**config.mk**
```make
export PLATFORM = sky130hd
export DESIGN_NAME = keycode_fifo_flat
export DESIGN_NICKNAME = d
export VERILOG_FILES = /design/src/rtl/keycode_fifo_pkg.sv /design/src/rtl/keycode_fifo_if.sv /design/src/rtl/keycode_fifo_strobe_edge.sv /design/src/rtl/keycode_fifo.sv /design/src/flat_wrapper.sv
export SDC_FILE = /design/constraint.sdc
export NUM_CORES = 1
export LEC_CHECK = 0
export BUFFER_PORTS_ARGS = -buffer_cell sky130_fd_sc_hd__buf_2
export CELL_PAD_IN_SITES_DETAIL_PLACEMENT = 1
export CELL_PAD_IN_SITES_GLOBAL_PLACEMENT = 2
export CORE_ASPECT_RATIO = 1.1
export CORE_MARGIN = 5
export CORE_UTILIZATION = 44
export CTS_CLUSTER_DIAMETER = 60
export CTS_CLUSTER_SIZE = 24
export DETAILED_ROUTE_END_ITERATION = 8
export GPL_TIMING_DRIVEN = 0
export MAX_ROUTING_LAYER = met4
export PLACE_DENSITY_LB_ADDON = 0.3
export SLEW_MARGIN = 10
export SYNTH_ARGS = -nofsm -noshare
export SYNTH_HDL_FRONTEND = slang
export SYNTH_SLANG_ARGS = --single-unit
```
**constraint.sdc**
```tcl
create_clock -name clk -period 3.6 [get_ports clk]
set_input_delay 0.54 -clock clk [delete_from_list [all_inputs] [get_ports clk]]
set_output_delay 0.54 -clock clk [all_outputs]
set_load 0.01 [all_outputs]
```
**src/rtl/keycode_fifo_pkg.sv**
```systemverilog
// Shared keyboard-path types and defaults for the keycode capture buffer.
package kbd_pkg;

  localparam int KEY_W         = 8;
  localparam int DEFAULT_DEPTH = 8;

  typedef logic [KEY_W-1:0] keycode_t;

endpackage

```
**src/rtl/keycode_fifo_if.sv**
```systemverilog
// Bus between the scan/decoder + consumer side (master) and the capture FIFO (slave).
interface keycode_fifo_if
  import kbd_pkg::*;
#(
  parameter int DATA_W = KEY_W,
  parameter int DEPTH  = DEFAULT_DEPTH
);

  localparam int CW = $clog2(DEPTH + 1);

  logic              strobe;
  logic [DATA_W-1:0] din;
  logic              rd_en;
  logic              clr_ovf;
  logic [DATA_W-1:0] dout;
  logic              valid;
  logic              full;
  logic [CW-1:0]     count;
  logic              overflow;
  logic [DATA_W-1:0] last_byte;

  modport master (
    output strobe, din, rd_en, clr_ovf,
    input  dout, valid, full, count, overflow, last_byte
  );

  modport slave (
    input  strobe, din, rd_en, clr_ovf,
    output dout, valid, full, count, overflow, last_byte
  );

endinterface

```
**src/rtl/keycode_fifo_strobe_edge.sv**
```systemverilog
// Turns the decoder strobe into a one-cycle capture pulse (edge mode) or passes it through (level mode).
module strobe_edge #(
  parameter int EDGE_MODE = 1
) (
  input  logic clk,
  input  logic nrst,
  input  logic strobe_i,
  output logic cap_o
);

  if (EDGE_MODE != 0) begin : g_edge
    logic strobe_q;

    // Previous strobe level; reset to 0 so a strobe already high at release counts as an edge.
    always_ff @(posedge clk or negedge nrst) begin
      if (!nrst) strobe_q <= 1'b0;
      else       strobe_q <= strobe_i;
    end

    assign cap_o = strobe_i & ~strobe_q;
  end else begin : g_level
    assign cap_o = strobe_i;
  end

endmodule

```
**src/rtl/keycode_fifo.sv**
```systemverilog
// Keycode capture FIFO: show-ahead head, occupancy status, sticky overflow and last-captured copy.
module keycode_fifo
  import kbd_pkg::*;
#(
  parameter int DATA_W    = KEY_W,
  parameter int DEPTH     = DEFAULT_DEPTH,
  parameter int EDGE_MODE = 1
) (
  input logic           clk,
  input logic           nrst,
  keycode_fifo_if.slave bus
);

  localparam int AW = $clog2(DEPTH);
  localparam int CW = $clog2(DEPTH + 1);
  localparam logic [CW-1:0] FULL_CNT = CW'(DEPTH);

  logic [DATA_W-1:0] mem_q [DEPTH];
  logic [AW-1:0]     wptr_q, wptr_d;
  logic [AW-1:0]     rptr_q, rptr_d;
  logic [CW-1:0]     count_q, count_d;
  logic              ovf_q, ovf_d;
  logic [DATA_W-1:0] last_q, last_d;

  logic cap;
  logic is_full;
  logic not_empty;
  logic do_rd;
  logic do_wr;
  logic drop;

  strobe_edge #(
    .EDGE_MODE(EDGE_MODE)
  ) u_strobe_edge (
    .clk     (clk),
    .nrst    (nrst),
    .strobe_i(bus.strobe),
    .cap_o   (cap)
  );

  assign is_full   = (count_q == FULL_CNT);
  assign not_empty = (count_q != '0);
  assign do_rd     = bus.rd_en & not_empty;
  // A pop in the same cycle frees the slot, so a full FIFO still accepts the new word.
  assign do_wr     = cap & (~is_full | do_rd);
  assign drop      = cap & is_full & ~do_rd;

  // Next-state for pointers, occupancy, overflow and last-captured word.
  always_comb begin
    wptr_d  = wptr_q;
    rptr_d  = rptr_q;
    count_d = count_q;
    ovf_d   = ovf_q;
    last_d  = last_q;
    if (do_wr) wptr_d = wptr_q + AW'(1);
    if (do_rd) rptr_d = rptr_q + AW'(1);
    case ({do_wr, do_rd})
      2'b10:   count_d = count_q + CW'(1);
      2'b01:   count_d = count_q - CW'(1);
      default: count_d = count_q;
    endcase
    if (cap) last_d = bus.din;
    if (drop)             ovf_d = 1'b1;
    else if (bus.clr_ovf) ovf_d = 1'b0;
  end

  // Pointer/count/flag registers.
  always_ff @(posedge clk or negedge nrst) begin
    if (!nrst) begin
      wptr_q  <= '0;
      rptr_q  <= '0;
      count_q <= '0;
      ovf_q   <= 1'b0;
      last_q  <= '0;
    end else begin
      wptr_q  <= wptr_d;
      rptr_q  <= rptr_d;
      count_q <= count_d;
      ovf_q   <= ovf_d;
      last_q  <= last_d;
    end
  end

  // Storage array; left unreset since empty entries are masked at the output.
  always_ff @(posedge clk) begin
    if (do_wr) mem_q[wptr_q] <= bus.din;
  end

  // Show-ahead head entry, forced to zero while empty.
  always_comb begin
    bus.dout = '0;
    if (not_empty) bus.dout = mem_q[rptr_q];
  end

  assign bus.valid     = not_empty;
  assign bus.full      = is_full;
  assign bus.count     = count_q;
  assign bus.overflow  = ovf_q;
  assign bus.last_byte = last_q;

endmodule

```
**src/flat_wrapper.sv**
```systemverilog
// flat-port wrapper written by rule: the top's interface ports become plain ports
module keycode_fifo_flat import kbd_pkg::*;
#(
  parameter int DATA_W    = KEY_W,
  parameter int DEPTH     = DEFAULT_DEPTH,
  parameter int EDGE_MODE = 1
)
  (clk, nrst, bus_strobe, bus_din, bus_rd_en, bus_clr_ovf, bus_dout, bus_valid, bus_full, bus_count, bus_overflow, bus_last_byte);
  keycode_fifo_if #(.DATA_W(DATA_W), .DEPTH(DEPTH)) bus_i ();
  input logic clk;
  input logic nrst;
  input wire logic [$bits(bus_i.strobe)-1:0] bus_strobe;
  input wire logic [$bits(bus_i.din)-1:0] bus_din;
  input wire logic [$bits(bus_i.rd_en)-1:0] bus_rd_en;
  input wire logic [$bits(bus_i.clr_ovf)-1:0] bus_clr_ovf;
  output wire logic [$bits(bus_i.dout)-1:0] bus_dout;
  output wire logic [$bits(bus_i.valid)-1:0] bus_valid;
  output wire logic [$bits(bus_i.full)-1:0] bus_full;
  output wire logic [$bits(bus_i.count)-1:0] bus_count;
  output wire logic [$bits(bus_i.overflow)-1:0] bus_overflow;
  output wire logic [$bits(bus_i.last_byte)-1:0] bus_last_byte;
  assign bus_i.strobe = bus_strobe;
  assign bus_i.din = bus_din;
  assign bus_i.rd_en = bus_rd_en;
  assign bus_i.clr_ovf = bus_clr_ovf;
  assign bus_dout = bus_i.dout;
  assign bus_valid = bus_i.valid;
  assign bus_full = bus_i.full;
  assign bus_count = bus_i.count;
  assign bus_overflow = bus_i.overflow;
  assign bus_last_byte = bus_i.last_byte;
  keycode_fifo #(.DATA_W(DATA_W), .DEPTH(DEPTH), .EDGE_MODE(EDGE_MODE)) u_core (.clk(clk), .nrst(nrst), .bus(bus_i));
endmodule
```
==> Word-level counts from Yosys, hierarchy flattened <==
Memories as Yosys holds them, arrays and structs flattened.
Cells that the tools add are included.
{ "op_classes": {"add_sub_neg": 4, "n_eq_ne": 3, "muxes": 6, "bitwise_logic": 9, "n_reduce_logical": 3} }
{ "op_table": {"columns": ["cell", "n"], "rows": [
  ["two-way mux 8 bit", 1],
  ["case mux 4 bit (2 select lines)", 1],
  ["adder 3 x 1 -> 3 bit, second input constant", 2],
  ["bitwise AND 1 bit", 5],
  ["adder 4 x 1 -> 4 bit, second input constant", 1],
  ["equality test 4 bit, second input constant", 1],
  ["two-way mux 1 bit", 4],
  ["nonzero test 2 bit", 2],
  ["nonzero test 4 bit", 1],
  ["subtractor 4 x 1 -> 4 bit, second input constant", 1],
  ["NOT 1 bit", 3],
  ["equality test 2 x 1 -> 1 bit, second input constant", 1],
  ["equality test 2 bit, second input constant", 1],
  ["bitwise OR 1 bit", 1]
]} }
{ "word_totals": {"reg_bits": 20, "ram_bits": 64, "in_bits": 13, "output_inout_bits": 23, "word_cells": 32, "memories": 1} }
{ "memory_table": {"columns": ["name", "depth", "width", "rd", "rd_clocked_by_memory_dff", "write_ports", "line_no", "text"], "rows": [
  ["u_core.mem_q", 8, 8, 1, 0, 1, "keycode_fifo.sv:18", "logic [DATA_W-1:0] mem_q [DEPTH];"]
]} }

==> Longest topological paths before layout <==
Gate-level depths: netlist of the first run.
{ "depth": {"word_depth": 6, "depth_mapped": 11, "mapped_depth_nobuf": 9} }

==> Cells and area by module <==
From an unflattened synthesis of the first run, not the netlist that was laid out.
{ "hier_totals": {"cells_unflattened": 190, "hier_area_um2": 3462.1} }
{ "by_module_without_submodules": {"columns": ["mod", "n_inst", "cells_each", "area_each_um2", "seq_area_each_um2"], "rows": [
  ["keycode_fifo", 1, 188, 3423.3, 2397.3],
  ["strobe_edge", 1, 2, 38.8, 25.0]
]} }

==> Worst setup path before layout of the first run <==
Ideal clock, no wire load.
{ "synth_timing": {"path_type": "reg2reg", "start": "register u_core.count_q[1], in the netlist u_core.bus.count[1]", "end": "register u_core.count_q[3], in the netlist u_core.bus.count[3]", "setup_ps": 143, "arrival_ps": 2627, "setup_slack_ps": 829, "stages_incl_launch_ff": 9, "n_path_buf": 2, "synth_period_minus_slack_ps": 2771, "cell_sequence": "dfrtp_1 > buf_6 > or4b_1 > buf_2 > o21ai_4 > ha_1 > or3b_2 > a2111oi_0 > o221ai_1"} }
{ "synth_between": {"elab_chain_cells": 6, "elab_cells_between_ends": 12, "cone_classes": "2 x add/sub; 3 x eq/ne; 1 x mux; 4 x bitwise; 2 x reduce/logical"} }
{ "synth_lines": {"columns": ["element", "line_no", "text"], "rows": [
  ["from (decl)", "keycode_fifo.sv:21", "logic [CW-1:0] count_q, count_d;"],
  ["from (signal assigned)", "keycode_fifo.sv:78", "count_q <= count_d;"],
  ["nonzero test 4 bit or equality test 4 bit (tied branches)", "keycode_fifo.sv:42, keycode_fifo.sv:41", null],
  ["bitwise AND 1 bit or NOT 1 bit (tied branches)", "keycode_fifo.sv:43, keycode_fifo.sv:45", null],
  ["bitwise OR 1 bit", "keycode_fifo.sv:45", "assign do_wr = cap & (~is_full | do_rd);"],
  ["bitwise AND 1 bit", "keycode_fifo.sv:45", null],
  ["equality test 2 x 1 -> 1 bit or equality test 2 bit (tied branches)", "keycode_fifo.sv:57", "case ({do_wr, do_rd})"],
  ["case mux 4 bit (2 select lines) or nonzero test 2 bit (tied branches)", null, null]
]} }
Parallel ways exist; a longest one is shown, timed or not.
A chain may end at the register's enable or synchronous reset.

==> Worst setup path after layout of the first run <==
{ "layout_timing": {"start": "register u_core.count_q[2], in the netlist u_core.bus.count[2]", "end": "register u_core.count_q[3], in the netlist u_core.bus.count[3]"} }
Same word-level chain as after synthesis.

==> results.json, run 1 <==
{
  "cts-htree-levels": 3,
  "worstReg2RegEnd": "u_core.bus.count[3]",
  "wire_per_inst_um": 20.27,
  "drtIter0Drc": 88,
  "synth_area_mm2": 0.003446,
  "grt_max_degree": 21,
  "synth_most_common_cell": "edfxtp_1",
  "ys_top_cells_by_area": "edfxtp_1 (56%), dfrtp_1 (15%), mux4_2 (10%)",
  "hold_class": "input port to async pin",
  "grt.overflow.total": 0,
  "start_kind": "flip-flop",
  "synth_nets": 201,
  "dp_hpwl_mm": 4.665,
  "rr_worst_depth": 7,
  "cts_buffers": 9,
  "outcome": "finished, final reports clean",
  "timing.final.ws_setup_ps": 500.9,
  "critPathKind": "flip-flop to flip-flop",
  "postLayoutCellArea_mm2": 0.003970,
  "diodes": 0,
  "slew-limit-headroom_pct": 39.36,
  "cts_tree": "built",
  "fmax_mhz": 322.7,
  "row_count": 33,
  "period_minus_slack_ps": 3099,
  "power.density_mw_per_mm2": 743.8,
  "finalNetCount": 248,
  "avgSynthCellArea_um2": 18.83,
  "setup_violations": 0,
  "synthFlopType": "edfxtp_1",
  "power_leakage_nw": 1.443,
  "yosysWarnings": 0,
  "die_area_mm2": 0.009703,
  "skew_ps": 8.809,
  "synth-async-reset-ratio_pct": 23.81,
  "finalMaxSlewViolations": 0,
  "cts_resized": 0,
  "reg2reg_from": "u_core.bus.count[2]",
  "grt.total_usage_pct": 16.40,
  "worstPathRequired_ps": 3820,
  "grt_pass1_wl_mm": 11.12,
  "drt_wl_total_mm": 6.892,
  "detail_route.vias_per_cell": 5.229,
  "grt_pass1_vias": 2003,
  "finalHoldViolCount": 0,
  "core_mm2": 0.007556,
  "clk_pin_slew_worst_paths_ps": 80,
  "ff2ff_setup_slack_ps": 500,
  "fin_crit_sh_pct": 86.09,
  "die_y_um": 102.8,
  "ys_ff_latch": 84,
  "fillCellCount": 716,
  "die_w_um": 94.38,
  "cts_buffer_depth": 2,
  "synth.top_cells.by_count": "edfxtp_1 (64), dfrtp_1 (20), mux4_2 (16)",
  "p_total_mw": 2.953,
  "worst_pin_slew_ps": 906.3,
  "hold_ws_ps": 144.2,
  "post-cts-setup-buffers": 0,
  "postPlaceCellArea_mm2": 0.003786,
  "synthCells": 183,
  "synth_top_cell_by_area": "edfxtp_1",
  "vdd_drop_max_mv": 0.3706,
  "cp_max_fo": 8,
  "syn2layout_area_growth_pct": 15.21,
  "seq_area_mm2": 0.002422,
  "crit_arrival_ps": 3320,
  "synth-edff-count": 64,
  "drtAntennaViolNets": 0,
  "critPathCaptureType": "flip-flop",
  "ctsHoldBuffers": 0,
  "clockRootBuffer": "clkbuf_8",
  "via_count": 1778,
  "pre_cts_ws_ps": 468.0,
  "first_pass_iters": 4,
  "fin_setup_tns_ps": 0,
  "place_congestion": 0.6799,
  "synth_top_area_share_pct": 55.77,
  "io_buffers": 35,
  "num_io_pins": 36,
  "clock-sinks": 84,
  "rsz0062_at_grt": "false",
  "multi_input_area_um2": 960.9,
  "initial_core_util_pct": 45.60,
  "route.detailed.drc": 0,
  "ys_seq_area_share_pct": 70.30,
  "drv_cap": 0,
  "final_layout_size_suffix_gt1_share_pct": 40.00,
  "antenna_found_initial": 0,
  "clk-insertion-delay-late_ps": 350,
  "synth.distinct_cells": 37
}
power by group:
group / internal, mW / leakage (nW) / switching (mW) / total [mW]
Clock: 0.318 / 0.0947 / 0.322 / 0.639
Combinational: 0.518 / 0.533 / 0.511 / 1.03
Sequential: 1.18 / 0.815 / 0.108 / 1.28
worst max-delay path by stage:
stage	endpoint	from	slack, ps	cells after the start
floorplan	u_core.bus.count[3]	u_core.bus.count[1]	830	8
global placement	u_core.mem_q[0][5]	bus_strobe	450	4
detailed placement	u_core.bus.count[3]	u_core.bus.count[2]	470	7
CTS	bus_dout[3]	u_core.rptr_q[1]	440	5
global route	u_core.bus.count[3]	u_core.bus.count[1]	320	8
finish	u_core.bus.count[3]	u_core.bus.count[2]	500	7
cell families after synthesis:
| kind of cell | after synthesis | synth area share [%] |
|---|---|---|
| mux | 28 | 14.45 |
| buf+inv | 16 | 2.578 |
| xor+xnor | 7 | 1.779 |
| flops | 84 | 70.30 |
| simple gates | 25 | 4.539 |
| compound gates | 18 | 4.539 |
| fa+ha+maj | 5 | 1.816 |
flip-flops by register name (all words and copies together), names as in the netlist:
name,flops
u_core.u_strobe_edge.g_edge.strobe_q,1
u_core.bus.last_byte,8
u_core.wptr_q,3
u_core.mem_q,64
u_core.rptr_q,3
u_core.bus.count,4
u_core.bus.overflow,1
layout make-up:
cell class                      instances  share of cell area [%]
Tap cell                              105                   3.309
Inverter                                5                  0.4727
Sequential cell                        84                   61.01
Clock inverter                          5                   1.324
Multi-Input combinational cell         83                   24.20
Timing Repair Buffer                   36                   4.601
Buffer                                 11                   1.765
Clock buffer                           11                   3.309
per-stage QoR:
| stage | utilization [%] | cells |
|---|---|---|
| CTS | 52.54 | 340 |
| global route | 52.54 | 340 |
| detailed placement | 50.11 | 324 |
| global placement | 49.66 | 323 |
| floorplan | - | 183 |
| finish | 52.54 | 340 |
critical path, stage by stage, from the launching register on:
cell and delay (ps):
dfrtp_1 460, or4b_1 550, buf_2 190, o21ai_4 320, ha_1 350, or3b_2 490
a2111oi_0 430, o221ai_1 190
cell usage in the layout, fill, tap and decap left out, types with 5 or more instances in the layout:
master	count
edfxtp_1	64
buf_2	40
dfrtp_1	20
mux4_2	16
mux2_2	10
nor2_1	5
inv_1	5
clkbuf_8	9
xnor2_1	6
ha_1	5
a22o_1	9
per-layer routing:
metal / track usage, % / vias to the layer above / wire length, um
li1: - / 820 / -
met5: - / - / 0
met2: 25.55 / 35 / 3363
met1: 21.75 / 913 / 3192
met4: 6.333 / 0 / 116
met3: 2.774 / 10 / 221
Note: power is estimated with default switching activity, not from simulation.
==> inputs of run 2 (changes only) <==
- CORE_UTILIZATION: 44 -> 47
- clock period: 3.6 -> 3.95 ns (I/O delays scaled with it)
==> results.json, run 2 (synthesis results as in run 1) <==
{
  "critPathKind": "flip-flop to flip-flop",
  "fin_setup_tns_ps": 0,
  "die_w_um": 91.64,
  "setup_violations": 0,
  "clk-insertion-delay-late_ps": 350,
  "core_mm2": 0.007087,
  "wire_per_inst_um": 22.02,
  "ff2ff_setup_slack_ps": 840,
  "worstPathRequired_ps": 4170,
  "cp_max_fo": 8,
  "critPathSlowestCell": "or4b_1",
  "place_congestion": 0.7346,
  "clockRootBuffer": "clkbuf_8",
  "clock-sinks": 84,
  "layout_commonest_cell": "edfxtp_1",
  "power_leakage_nw": 1.433,
  "drt_wl_total_mm": 7.047,
  "critPathCaptureType": "flip-flop",
  "diodes": 0,
  "critical_path.top_delay_family": "simple AND/OR/NAND/NOR gates",
  "grt_max_degree": 21,
  "grt.overflow.total": 0,
  "crit_arrival_ps": 3330,
  "cpPeakStageDelay_ps": 540,
  "ctsHoldBuffers": 0,
  "grt_pass1_wl_mm": 11.38,
  "cts-htree-levels": 3,
  "start_kind": "flip-flop",
  "drv_cap": 0,
  "top_register": "u_core.mem_q",
  "route.detailed.drc": 0,
  "row_count": 32,
  "drtAntennaViolNets": 0,
  "via_count": 1786,
  "initial_core_util_pct": 48.62,
  "power.density_mw_per_mm2": 672.1,
  "antenna_found_initial": 0,
  "clk_pin_slew_worst_paths_ps": 80,
  "slew-limit-headroom_pct": 34.81,
  "postLayoutCellArea_mm2": 0.003928,
  "syn2layout_area_growth_pct": 13.98,
  "cts_buffers": 9,
  "fin_crit_sh_pct": 78.67,
  "reg2reg_from": "u_core.bus.count[2]",
  "post-cts-setup-buffers": 0,
  "final_layout_size_suffix_gt1_share_pct": 40.43,
  "finalNetCount": 248,
  "outcome": "finished, final reports clean",
  "detail_route.vias_per_cell": 5.581,
  "path_buf_inv": 1,
  "drtIter0Drc": 86,
  "cts_resized": 0,
  "fillCellCount": 663,
  "io_buffers": 35,
  "period_minus_slack_ps": 3107,
  "largest_reg_flops": 64,
  "final_cell_mix": "edfxtp_1 (64), buf_2 (40), dfrtp_1 (20)",
  "grt.total_usage_pct": 17.36,
  "grt_pass1_vias": 2053,
  "path_cells": "or4b_1, buf_2, o21ai_4, ha_1, or3b_2, a2111oi_0, o221ai_1",
  "rsz0062_at_grt": "false",
  "num_io_pins": 36,
  "multi_input_area_um2": 960.9,
  "startpoint": "u_core.bus.count[2]",
  "finalMaxSlewViolations": 0,
  "worst_pin_slew_ps": 974.2,
  "skew_ps": 12.87,
  "die_y_um": 99.81,
  "postPlaceCellArea_mm2": 0.003761,
  "die_area_mm2": 0.009146,
  "finalHoldViolCount": 0,
  "hold_class": "input port to async pin",
  "seq_area_mm2": 0.002422,
  "vdd_drop_max_mv": 0.2668,
  "cts_tree": "built",
  "fmax_mhz": 321.8,
  "first_pass_iters": 4,
  "dp_hpwl_mm": 4.871,
  "worstReg2RegEnd": "u_core.bus.count[3]",
  "cts_buffer_depth": 2,
  "rr_worst_depth": 7
}
[run 2: worst max-delay path by stage]
stage	to	slack, ps	cells past startpoint
2_1_floorplan	u_core.bus.count[3]	1180	8
3_3_place_gp	u_core.mem_q[0][4]	790	4
3_5_place_dp	u_core.bus.count[3]	870	7
4_1_cts	bus_dout[7]	830	5
5_1_grt	u_core.bus.count[3]	690	7
6_report	u_core.bus.count[3]	840	7
[run 2: cell type report]
type,instances,area share (%)
multi-input combinational,83,24.47
clock inverter,6,0.9876
tap,85,2.708
clock buffer,10,3.249
buffer,11,1.784
sequential,84,61.68
timing repair buffer,36,4.651
inverter,5,0.4779
[run 2: power by group]
| group | switching, mW | internal, mW |
|---|---|---|
| sequential | 0.102 | 1.07 |
| combinational | 0.463 | 0.473 |
| clock | 0.302 | 0.227 |
[run 2: per-layer routing]
layer,global-route usage [%],up-vias,wire length (um)
met5,-,-,0
met2,27.60,33,3637
met1,22.70,927,3100
met3,4.573,7,254
met4,3.828,0,53
li1,-,819,-
[run 2: worst register-to-register path, cell delays in order, from the launching register on]
cell	delay (ps)
dfrtp_1	460
or4b_1	540
buf_2	180
o21ai_4	300
ha_1	330
or3b_2	490
a2111oi_0	490
o221ai_1	200
[run 2: through the flow]
step | util, % | std cells | setup WS (ps) | power [mW] | hold WS, ps
6_report | 55.42 | 320 | 842.6 | 2.640 | 189.2
5_1_grt | 55.42 | 320 | 694.9 | 2.802 | 213.9
4_1_cts | 55.42 | 320 | 826.8 | 2.676 | 195.4
3_5_place_dp | 53.07 | 304 | 867.3 | 2.153 | 498.5
3_3_place_gp | 52.60 | 303 | 792.9 | 2.081 | 483.8
2_1_floorplan | - | 183 | 1179 | 1.826 | 296.9
